**src/rtl/tva_pkg.sv**
```systemverilog
// Shared precision-code definitions used by the precision analyzer and the value quantizer.
// Also holds the quantizer FSM state type and the code-to-width helpers.
package tva_pkg;

    localparam int PREC_CODE_W = 4;

    typedef enum logic [1:0] {
        PREC_INT4 = 2'd0,
        PREC_INT8 = 2'd1,
        PREC_FP16 = 2'd2
    } prec_code_t;

    typedef enum logic [1:0] {
        S_IDLE = 2'd0,
        S_RUN  = 2'd1,
        S_DONE = 2'd2
    } tva_state_t;

    // Any raw code of 3 or above collapses to FP16.
    function automatic prec_code_t prec_effective(input logic [PREC_CODE_W-1:0] raw);
        prec_code_t c;
        if (raw >= PREC_CODE_W'(2)) begin
            c = PREC_FP16;
        end else begin
            c = prec_code_t'(raw[1:0]);
        end
        return c;
    endfunction

    function automatic logic [31:0] prec_bits(input prec_code_t code);
        logic [31:0] b;
        case (code)
            PREC_INT4: b = 32'd4;
            PREC_INT8: b = 32'd8;
            default:   b = 32'd16;
        endcase
        return b;
    endfunction

endpackage

```
**src/rtl/value_requant.sv**
```systemverilog
// Combinational requantizer: rounds half-up by arithmetic shift and saturates to the
// INT4/INT8 range, or passes the element through unchanged for FP16.
module value_requant
    import tva_pkg::*;
#(
    parameter int DATA_WIDTH = 16
) (
    input  logic [DATA_WIDTH-1:0]  x,
    input  logic [PREC_CODE_W-1:0] code,
    output logic [DATA_WIDTH-1:0]  q,
    output prec_code_t             eff_code
);

    localparam int W  = DATA_WIDTH + 1;
    localparam int S8 = DATA_WIDTH - 8;
    localparam int S4 = DATA_WIDTH - 4;

    localparam logic signed [W-1:0] RND8 = W'(1 << (S8 - 1));
    localparam logic signed [W-1:0] RND4 = W'(1 << (S4 - 1));
    localparam logic signed [W-1:0] MAX8 = W'(127);
    localparam logic signed [W-1:0] MIN8 = W'(-128);
    localparam logic signed [W-1:0] MAX4 = W'(7);
    localparam logic signed [W-1:0] MIN4 = W'(-8);

    logic signed [W-1:0]          x_ext;
    logic signed [W-1:0]          sh8;
    logic signed [W-1:0]          sh4;
    logic        [DATA_WIDTH-1:0] sat8;
    logic        [DATA_WIDTH-1:0] sat4;

    // One guard bit keeps x + rounding constant from overflowing near +max.
    always_comb begin
        x_ext = {x[DATA_WIDTH-1], x};
        sh8   = (x_ext + RND8) >>> S8;
        sh4   = (x_ext + RND4) >>> S4;

        if (sh8 > MAX8) begin
            sat8 = MAX8[DATA_WIDTH-1:0];
        end else if (sh8 < MIN8) begin
            sat8 = MIN8[DATA_WIDTH-1:0];
        end else begin
            sat8 = sh8[DATA_WIDTH-1:0];
        end

        if (sh4 > MAX4) begin
            sat4 = MAX4[DATA_WIDTH-1:0];
        end else if (sh4 < MIN4) begin
            sat4 = MIN4[DATA_WIDTH-1:0];
        end else begin
            sat4 = sh4[DATA_WIDTH-1:0];
        end
    end

    always_comb begin
        eff_code = prec_effective(code);
        case (eff_code)
            PREC_INT4: q = sat4;
            PREC_INT8: q = sat8;
            default:   q = x;
        endcase
    end

endmodule

```
**src/rtl/token_value_quantizer.sv**
```systemverilog
// Streams a token-major value matrix and requantizes each element to its token's precision,
// accumulating the storage-bit total for the pass.
//
//   state  | meaning
//   S_IDLE | waiting for start; codes latched on start
//   S_RUN  | accepting elements and handing off quantized results
//   S_DONE | last element handed off; done pulses for this one cycle
module token_value_quantizer
    import tva_pkg::*;
#(
    parameter int DATA_WIDTH = 16,
    parameter int L          = 8,
    parameter int D          = 4
) (
    input  logic                     clk,
    input  logic                     rst_n,
    input  logic                     start,
    input  logic [PREC_CODE_W*L-1:0] token_prec,
    input  logic                     in_valid,
    output logic                     in_ready,
    input  logic [DATA_WIDTH-1:0]    in_data,
    output logic                     out_valid,
    input  logic                     out_ready,
    output logic [DATA_WIDTH-1:0]    out_data,
    output logic [1:0]               out_code,
    output logic                     out_last,
    output logic [31:0]              storage_bits,
    output logic                     done
);

    localparam int TOK_W  = (L > 1) ? $clog2(L) : 1;
    localparam int FEAT_W = (D > 1) ? $clog2(D) : 1;

    tva_state_t               state_q, state_d;
    logic [TOK_W-1:0]         tok_q, tok_d;
    logic [FEAT_W-1:0]        feat_q, feat_d;
    logic                     all_q, all_d;
    logic [PREC_CODE_W*L-1:0] codes_q, codes_d;
    logic                     out_valid_q, out_valid_d;
    logic [DATA_WIDTH-1:0]    out_data_q, out_data_d;
    logic [1:0]               out_code_q, out_code_d;
    logic                     out_last_q, out_last_d;
    logic [31:0]              storage_q, storage_d;

    logic                     in_ready_c;
    logic                     accept;
    logic                     handoff;
    logic                     tok_last;
    logic                     feat_last;
    logic [PREC_CODE_W-1:0]   cur_code;
    logic [DATA_WIDTH-1:0]    rq_data;
    prec_code_t               rq_code;

    assign cur_code = codes_q[PREC_CODE_W*int'(tok_q) +: PREC_CODE_W];

    value_requant #(
        .DATA_WIDTH (DATA_WIDTH)
    ) u_requant (
        .x        (in_data),
        .code     (cur_code),
        .q        (rq_data),
        .eff_code (rq_code)
    );

    always_comb begin
        state_d     = state_q;
        tok_d       = tok_q;
        feat_d      = feat_q;
        all_d       = all_q;
        codes_d     = codes_q;
        out_valid_d = out_valid_q;
        out_data_d  = out_data_q;
        out_code_d  = out_code_q;
        out_last_d  = out_last_q;
        storage_d   = storage_q;

        tok_last   = (tok_q == TOK_W'(L - 1));
        feat_last  = (feat_q == FEAT_W'(D - 1));
        in_ready_c = (state_q == S_RUN) && !all_q && (!out_valid_q || out_ready);
        accept     = in_valid && in_ready_c;
        handoff    = out_valid_q && out_ready;

        case (state_q)
            S_IDLE: begin
                if (start) begin
                    state_d   = S_RUN;
                    codes_d   = token_prec;
                    tok_d     = '0;
                    feat_d    = '0;
                    all_d     = 1'b0;
                    storage_d = '0;
                end
            end
            S_RUN: begin
                // A reload on accept takes priority, so a simultaneous handoff keeps the stream gapless.
                if (accept) begin
                    out_valid_d = 1'b1;
                    out_data_d  = rq_data;
                    out_code_d  = rq_code;
                    out_last_d  = tok_last && feat_last;
                    storage_d   = storage_q + prec_bits(rq_code);
                    if (feat_last) begin
                        feat_d = '0;
                        tok_d  = tok_last ? '0 : tok_q + 1'b1;
                        all_d  = tok_last;
                    end else begin
                        feat_d = feat_q + 1'b1;
                    end
                end else if (handoff) begin
                    out_valid_d = 1'b0;
                    out_last_d  = 1'b0;
                end

                if (handoff && out_last_q) begin
                    state_d = S_DONE;
                end
            end
            S_DONE: begin
                state_d = S_IDLE;
            end
            default: begin
                state_d = S_IDLE;
            end
        endcase
    end

    always_ff @(posedge clk or negedge rst_n) begin
        if (!rst_n) begin
            state_q     <= S_IDLE;
            tok_q       <= '0;
            feat_q      <= '0;
            all_q       <= 1'b0;
            codes_q     <= '0;
            out_valid_q <= 1'b0;
            out_data_q  <= '0;
            out_code_q  <= '0;
            out_last_q  <= 1'b0;
            storage_q   <= '0;
        end else begin
            state_q     <= state_d;
            tok_q       <= tok_d;
            feat_q      <= feat_d;
            all_q       <= all_d;
            codes_q     <= codes_d;
            out_valid_q <= out_valid_d;
            out_data_q  <= out_data_d;
            out_code_q  <= out_code_d;
            out_last_q  <= out_last_d;
            storage_q   <= storage_d;
        end
    end

    assign in_ready     = in_ready_c;
    assign out_valid    = out_valid_q;
    assign out_data     = out_data_q;
    assign out_code     = out_code_q;
    assign out_last     = out_last_q;
    assign storage_bits = storage_q;
    assign done         = (state_q == S_DONE);

endmodule

```
**config.mk**
```make
export PLATFORM = sky130hd
export DESIGN_NAME = token_value_quantizer
export DESIGN_NICKNAME = d
export VERILOG_FILES = /design/src/rtl/tva_pkg.sv /design/src/rtl/value_requant.sv /design/src/rtl/token_value_quantizer.sv
export SDC_FILE = /design/constraint.sdc
export NUM_CORES = 1
export LEC_CHECK = 0
export ABC_AREA = 1
export CORE_MARGIN = 2
export CORE_UTILIZATION = 52
export CTS_CLUSTER_SIZE = 20
export DETAILED_ROUTE_END_ITERATION = 16
export GPL_TIMING_DRIVEN = 0
export PLACE_DENSITY = 0.81
export SETUP_SLACK_MARGIN = 0.4
export SYNTH_ARGS = -nofsm -noshare
export SYNTH_HDL_FRONTEND = slang
export SYNTH_SLANG_ARGS = --single-unit
```
**constraint.sdc**
```tcl
create_clock -name clk -period 4 [get_ports clk]
set_input_delay 0.8 -clock clk [delete_from_list [all_inputs] [get_ports clk]]
set_output_delay 0.8 -clock clk [all_outputs]
set_load 0.02 [all_outputs]
```
==> out/metrics.csv, run 1 <==
stage;metric;value;unit
outcome;status;completed;
final_layout;layout-drive-gt1-share;6.674;%
route;dr.pass1.iters;5;
timing;worst_pin_slew;554.2;ps
critical_path;cp-startpoint;tok_q[0];
floorplan;core_region_area;0.009729;sq mm
global_routing;grt_pass1_wl;23720;um
synthesis;ys_ff_latch;90;
critical_path;crit_type;reg -> reg;
global_routing;antenna_found_initial;0;
final_layout;n_antenna_cell;0;
critical_path;cp_max_fo;10;
final_layout;stdcell_area;0.006623;sq mm
critical_path;regToRegStartpoint;tok_q[0];
cts;cts.path.max_buffers;2;
placed_design;placed_area;0.006404;sq mm
cts;clock-root-buffer;clkbuf_8;
cts;cts_tree;yes;
route;drt_iter0_drc;316;
pwr;vdd_drop_max;333.2;uV
pwr;pwr-share-seq;36.8;%
timing;setup_violations;0;
placed_design;post-place-cells;969;
timing;rsz0062_at_grt;no;
route;wl_per_cell;14.43;um
synthesis;syn-cell-area;0.005167;sq mm
synthesis;synth_ff_type;dfrtp_1;
final_layout;nNetsFinal;911;
cts;htreeDepth;3;
timing;skew;9.334;ps
synthesis;synth_edf_count;0;
timing;final.setup.tns;0;ps
pwr;internal_power;2.309;mW
cts;cts_buffers;9;
synthesis;async_flop_share;100.0;%
run;cap_violations;0;
route;vias;5238;
route;viasPerCell;5.307;
critical_path;crit_path_start_kind;flip-flop;
route;ant_nets;0;
final_layout;final_common_cell;nand2_1;
global_routing;track_usage;27.19;%
synthesis;ys_warn_count;0;
worst_hold_path;hold_class;in -> async;
cts;cts_num_sinks;90;
timing;hold_viol;0;
cts;clk_latency;360;ps
final_layout;fin_util;68.07;%
pwr;p_leak;3.204;nW
synthesis;postSynthCellCount;730;
final_layout;layout_common_cells;nand2_1, clkdlybuf4s50_1, dfrtp_1;
timing;slew_headroom;63.05;%
synthesis;synth.distinct_cells;36;
synthesis;ys_seq_area_share;43.58;%
timing;drv_slew;0;
timing;setup_slack;635.5;ps
cts;clkSlewWorstSetupHoldPaths;90;ps
placed_design;place.gp.congestion;0.9205;
global_routing;grt_max_degree;63;
pwr;p_per_area;623.5;mW/mm^2
timing;post-route-period-util;84.11;%
pwr;swShare;44.08;%
floorplan;io_pins;107;
global_routing;globalRoute.totalOverflow;0;
timing;fmax;297.2;MHz
global_routing;grt_pass1_vias;5077;
pwr;pwr-share-comb;48.7;%
critical_path;cp.required;4260;ps
route;drc;0;
floorplan;chipWidth;103.7;um
final_layout;stdcell_count;987;
synthesis;avgSynthCellArea;7.079;sq um
floorplan;num_rows;36;
placed_design;dp_hpwl;10960;um
timing;period_needed;3365;ps
floorplan;fp.dieH;103.7;um
critical_path;crit_arrival;3630;ps
pwr;clockPowerShare;14.6;%
critical_path;end_kind;flip-flop;
final_layout;syn_to_final_growth;28.16;%
placed_design;io_buffers;104;
route;wirelength;14240;um
placed_design;place_ws;559.8;ps
floorplan;die_area;0.01075;sq mm
floorplan;start_util;53.11;%
pwr;p_switching;1.820;mW
per-layer routing:
metal	part of all wire [%]	track usage (%)
met1	43	35.04
met2	48	46.12
met3	5.8	3.461
met4	2.6	11.97
met5	0	0
layout make-up:
class / count / area [sq um]
tap: 133 / 166.4
timing repair buffer: 107 / 1081
buffer: 20 / 102.6
fill: 855 / 3107
clock buffer: 11 / 151.4
multi-input combinational: 545 / 2546
sequential: 90 / 2252
clock inverter: 5 / 37.54
inverter: 76 / 285.3
state kept, by name (all words and copies together), names as in the netlist:
signal	count
codes_q	32
tok_q	3
out_valid	1
state_q	2
storage_bits	30
out_code	2
out_data	16
all_q	1
feat_q	2
out_last	1
metrics by stage:
step | hold slack, ps | power [mW]
after floorplan | 449.2 | 2.712
after global placement | 462.5 | 3.434
after detailed placement | 466.3 | 3.509
after CTS | 370.7 | 4.111
after global routing | 382.0 | 4.431
final | 356.3 | 4.130
what timing repair did:
| item | in CTS | in global routing |
|---|---|---|
| gates resized for setup | 0 | 4 |
| setup buffers | 0 | 2 |
| hold buffers | 0 | 0 |
| endpoints found under the setup margin | 0 | 6 |
| endpoints found under the hold margin | 0 | 0 |
cells in the mapped netlist, types with 3 or more instances:
cell / number / area, sq um
a21oi_1: 9 / 45.04
buf_4: 3 / 22.52
a21boi_0: 5 / 37.54
inv_1: 68 / 255.2
o21ai_1: 4 / 20.02
nand4_1: 27 / 168.9
nor3_1: 17 / 85.08
nand2_1: 278 / 1044
ha_1: 8 / 100.1
nand3b_1: 3 / 22.52
o21ai_0: 35 / 175.2
buf_2: 7 / 35.03
nand2_2: 4 / 25.02
dfrtp_1: 90 / 2252
clkbuf_1: 7 / 26.28
xor2_1: 8 / 70.07
nand3_1: 56 / 280.3
nand3_2: 4 / 40.04
nor2_1: 70 / 262.8
inv_2: 8 / 30.03
path summary, 6_finish.rpt:
check                                   end  cells after the start  slack (ps)
setup / recovery           storage_bits[10]                     20         640
min in group clk                 codes_q[4]                      2         480
setup reg to reg           storage_bits[10]                     20         640
hold reg to reg                  codes_q[4]                      2         480
max in group asynchronous             all_q                      2        2990
hold / removal             storage_bits[30]                      1         360
power groups by stage:
stage	Sequential (mW)	Clock, mW	Combinational (mW)
global route	1.56	0.647	2.22
floorplan	1.68	0	1.03
finish	1.52	0.601	2.01
detailed placement	1.53	0	1.98
global placement	1.51	0	1.92
CTS	1.51	0.609	1.99
critical path, cell delays in order (launching register included):
cell and delay (ps):
dfrtp_1 460, buf_6 180, nor2_1 100, nand2_1 70
nand3_1 90, nand3_2 130, nand2_4 140, inv_2 70
nor2_1 160, ha_2 270, inv_1 100, fa_1 380
inv_1 150, nand2_1 140, a21oi_4 240, buf_4 160
nand3_1 100, nor2_2 150, nand2_1 60, nand2_1 60
nor2_1 50
cell families (layout without fill, tap and decap cells):
| family | Yosys count | after routing | share of synthesized area (%) |
|---|---|---|---|
| AND/OR/NAND/NOR | 464 | 464 | 38.33 |
| buffers and inverters | 96 | 219 | 7.506 |
| flip-flops | 90 | 90 | 43.58 |
| AO/OA/AOI/OAI | 62 | 62 | 6.828 |
| adder cells (fa/ha/maj) | 9 | 9 | 2.325 |
| XOR/XNOR | 8 | 8 | 1.356 |
| other | 1 | 2 | 0.07257 |
No activity file was read; power rests on OpenSTA's default activity.
==> inputs of run 2 (changes only) <==
Clock period 4 ns to 3.29 ns, I/O delays scaled along.
==> out/metrics.csv, run 2 (same netlist as run 1, synthesis figures left out) <==
stage;metric;value;unit;change
global_routing;track_usage;27.92;%;+0.73 points
timing;skew;9.952;ps;+0.6185 ps
global_routing;grt_pass1_wl;24340;um;+2.6%
cts;cts.path.max_buffers;2;;unchanged
global_routing;grt_pass1_vias;5239;;+3.2%
cts;hold_buffers;0;;unchanged
final_layout;layout-drive-gt1-share;12.26;%;+5.6 points
route;viasPerCell;5.328;;+0.40%
final_layout;fillerInstances;804;;-6.0%
global_routing;globalRoute.totalOverflow;0;;unchanged
critical_path;crit_path_start_kind;flip-flop;;
critical_path;end_kind;flip-flop;;
cts;clock-root-buffer;clkbuf_8;;
global_routing;antenna_found_initial;0;;unchanged
critical_path;crit_type;reg -> reg;;
timing;final.setup.tns;0;ps;unchanged
critical_path;crit_arrival;3150;ps;-480 ps
critical_path;cp_max_fo;7;;-3
floorplan;start_util;53.11;%;unchanged
final_layout;largest_register_ffs;32;;unchanged
timing;slew_headroom;61.28;%;-1.8 points
pwr;vdd_drop_max;408.3;uV;+23%
final_layout;syn_to_final_growth;34.09;%;
timing;post-route-period-util;87.82;%;+3.7 points
final_layout;fin_util;71.22;%;+3.2 points
timing;period_needed;2889;ps;-475.4 ps
cts;cts_buffers;9;;unchanged
cts;clkSlewWorstSetupHoldPaths;90;ps;about the same
final_layout;final_common_cell;nand2_1;;
final_layout;nNetsFinal;930;;+2.1%
timing;drv_slew;0;;unchanged
route;dr.pass1.iters;5;;unchanged
placed_design;place.gp.congestion;0.9205;;unchanged
route;wirelength;15230;um;+6.9%
cts;clk_latency;370;ps;about the same
route;ant_nets;0;;unchanged
critical_path;cp.required;3550;ps;-710 ps
route;drt_iter0_drc;361;;+14%
floorplan;die_area;0.01075;sq mm;unchanged
placed_design;dp_hpwl;10960;um;unchanged
cts;htreeDepth;3;;unchanged
route;drc;0;;unchanged
timing;hold_viol;0;;unchanged
placed_design;place_ws;-150.2;ps;-710.0 ps
placed_design;io_buffers;104;;unchanged
pwr;p_leak;3.323;nW;+3.7%
worst_hold_path;hold_class;in -> async;;
timing;setup_slack;400.9;ps;-234.6 ps
outcome;status;completed;;
floorplan;chipWidth;103.7;um;unchanged
run;cap_violations;0;;unchanged
global_routing;grt_max_degree;63;;unchanged
timing;worst_pin_slew;580.7;ps;+26.54 ps
timing;setup_violations;0;;unchanged
route;vias;5360;;+2.3%
final_layout;top_register;codes_q;;
route;wl_per_cell;15.14;um;+4.9%
floorplan;io_pins;107;;unchanged
pwr;p_per_area;780.9;mW/mm^2;+25%
floorplan;core_region_area;0.009729;sq mm;unchanged
timing;fmax;346.1;MHz;+16%
final_layout;layout_common_cells;nand2_1, clkdlybuf4s50_1, dfrtp_1;;
cts;cts_num_sinks;90;;unchanged
floorplan;fp.dieH;103.7;um;unchanged
cts;cts_tree;yes;;
floorplan;num_rows;36;;unchanged
timing;rsz0062_at_grt;yes;;
final_layout;n_antenna_cell;0;;unchanged
run 2: cell count changes in the layout (fill, tap and decap cells not counted), moves of 5 or more:
cell | previous run | this run
nor2_1 | 68 | 60
a21boi_0 | 5 | 0
nand2_1 | 278 | 272
buf_4 | 6 | 24
nand3_1 | 56 | 51
run 2: final cells by class:
type                            count  area, sq um  area share, %
Multi-Input combinational cell    545         2703          39.00
Sequential cell                    90         2255          32.54
Timing Repair Buffer              126         1221          17.62
Inverter                           76        292.8          4.225
Tap cell                          133        166.4          2.402
Clock buffer                       11        151.4          2.185
Buffer                             20        102.6          1.481
Clock inverter                      5        37.54         0.5417
run 2: layer usage:
metal / up-vias / routed length (um) / share of wire [%] / track usage [%]
li1: 2613 / - / - / -
met1: 2528 / 6487 / 43 / 35.45
met2: 183 / 7537 / 50 / 46.83
met3: 36 / 783 / 5.1 / 4.279
met4: 0 / 418 / 2.7 / 13.51
met5: - / 0 / 0 / 0
run 2: path summary, 6_finish.rpt:
kind | from | endpoint | slack (ps) | cells past startpoint
setup / recovery | tok_q[0] | out_data[14] | 400 | 20
min in group clk | codes_q[4] | codes_q[4] | 480 | 2
hold reg to reg | codes_q[4] | codes_q[4] | 480 | 2
hold / removal | rst_n | storage_bits[30] | 220 | 1
max in group asynchronous | rst_n | tok_q[0] | 2410 | 2
setup reg to reg | tok_q[0] | out_data[14] | 400 | 20
run 2: repair_timing:
| item | 4_1_cts | 5_1_grt |
|---|---|---|
| resized for setup | 14 | 44 |
| pin swaps | 6 | 9 |
| buffers inserted | 16 | 4 |
| cloned | 1 | 0 |
| setup endpoints to repair | 11 | 28 |
run 2: metrics by stage:
stage / hold slack, ps / power [mW] / instance area, sq um / instances
floorplan: 362.4 / 3.297 / 5171 / 731
global placement: 462.5 / 4.176 / 6379 / 968
detailed placement: 466.3 / 4.266 / 6404 / 969
CTS: 228.7 / 5.129 / 6756 / 1002
global route: 239.9 / 5.758 / 6929 / 1006
finish: 216.2 / 5.411 / 6929 / 1006
run 2: where the power goes:
part	switching (mW)	leakage [nW]	internal, mW
clock network	0.418	0.0919	0.319
registers	0.349	1.16	1.53
logic	1.66	2.08	1.13
run 2: worst max-delay path: stages, from the launching register on:
cell     delay, ps
dfrtp_2        480
buf_6          170
nor2_4          90
nand2_2         70
nand3_2        100
nand3_4         90
buf_4          150
buf_4          120
buf_4          120
buf_4          120
buf_4          120
buf_4          120
buf_4          120
buf_4          120
buf_4          120
buf_4          120
buf_4          130
nand3_4        110
nor2_1          70
a21oi_1        160
nand2_1         70
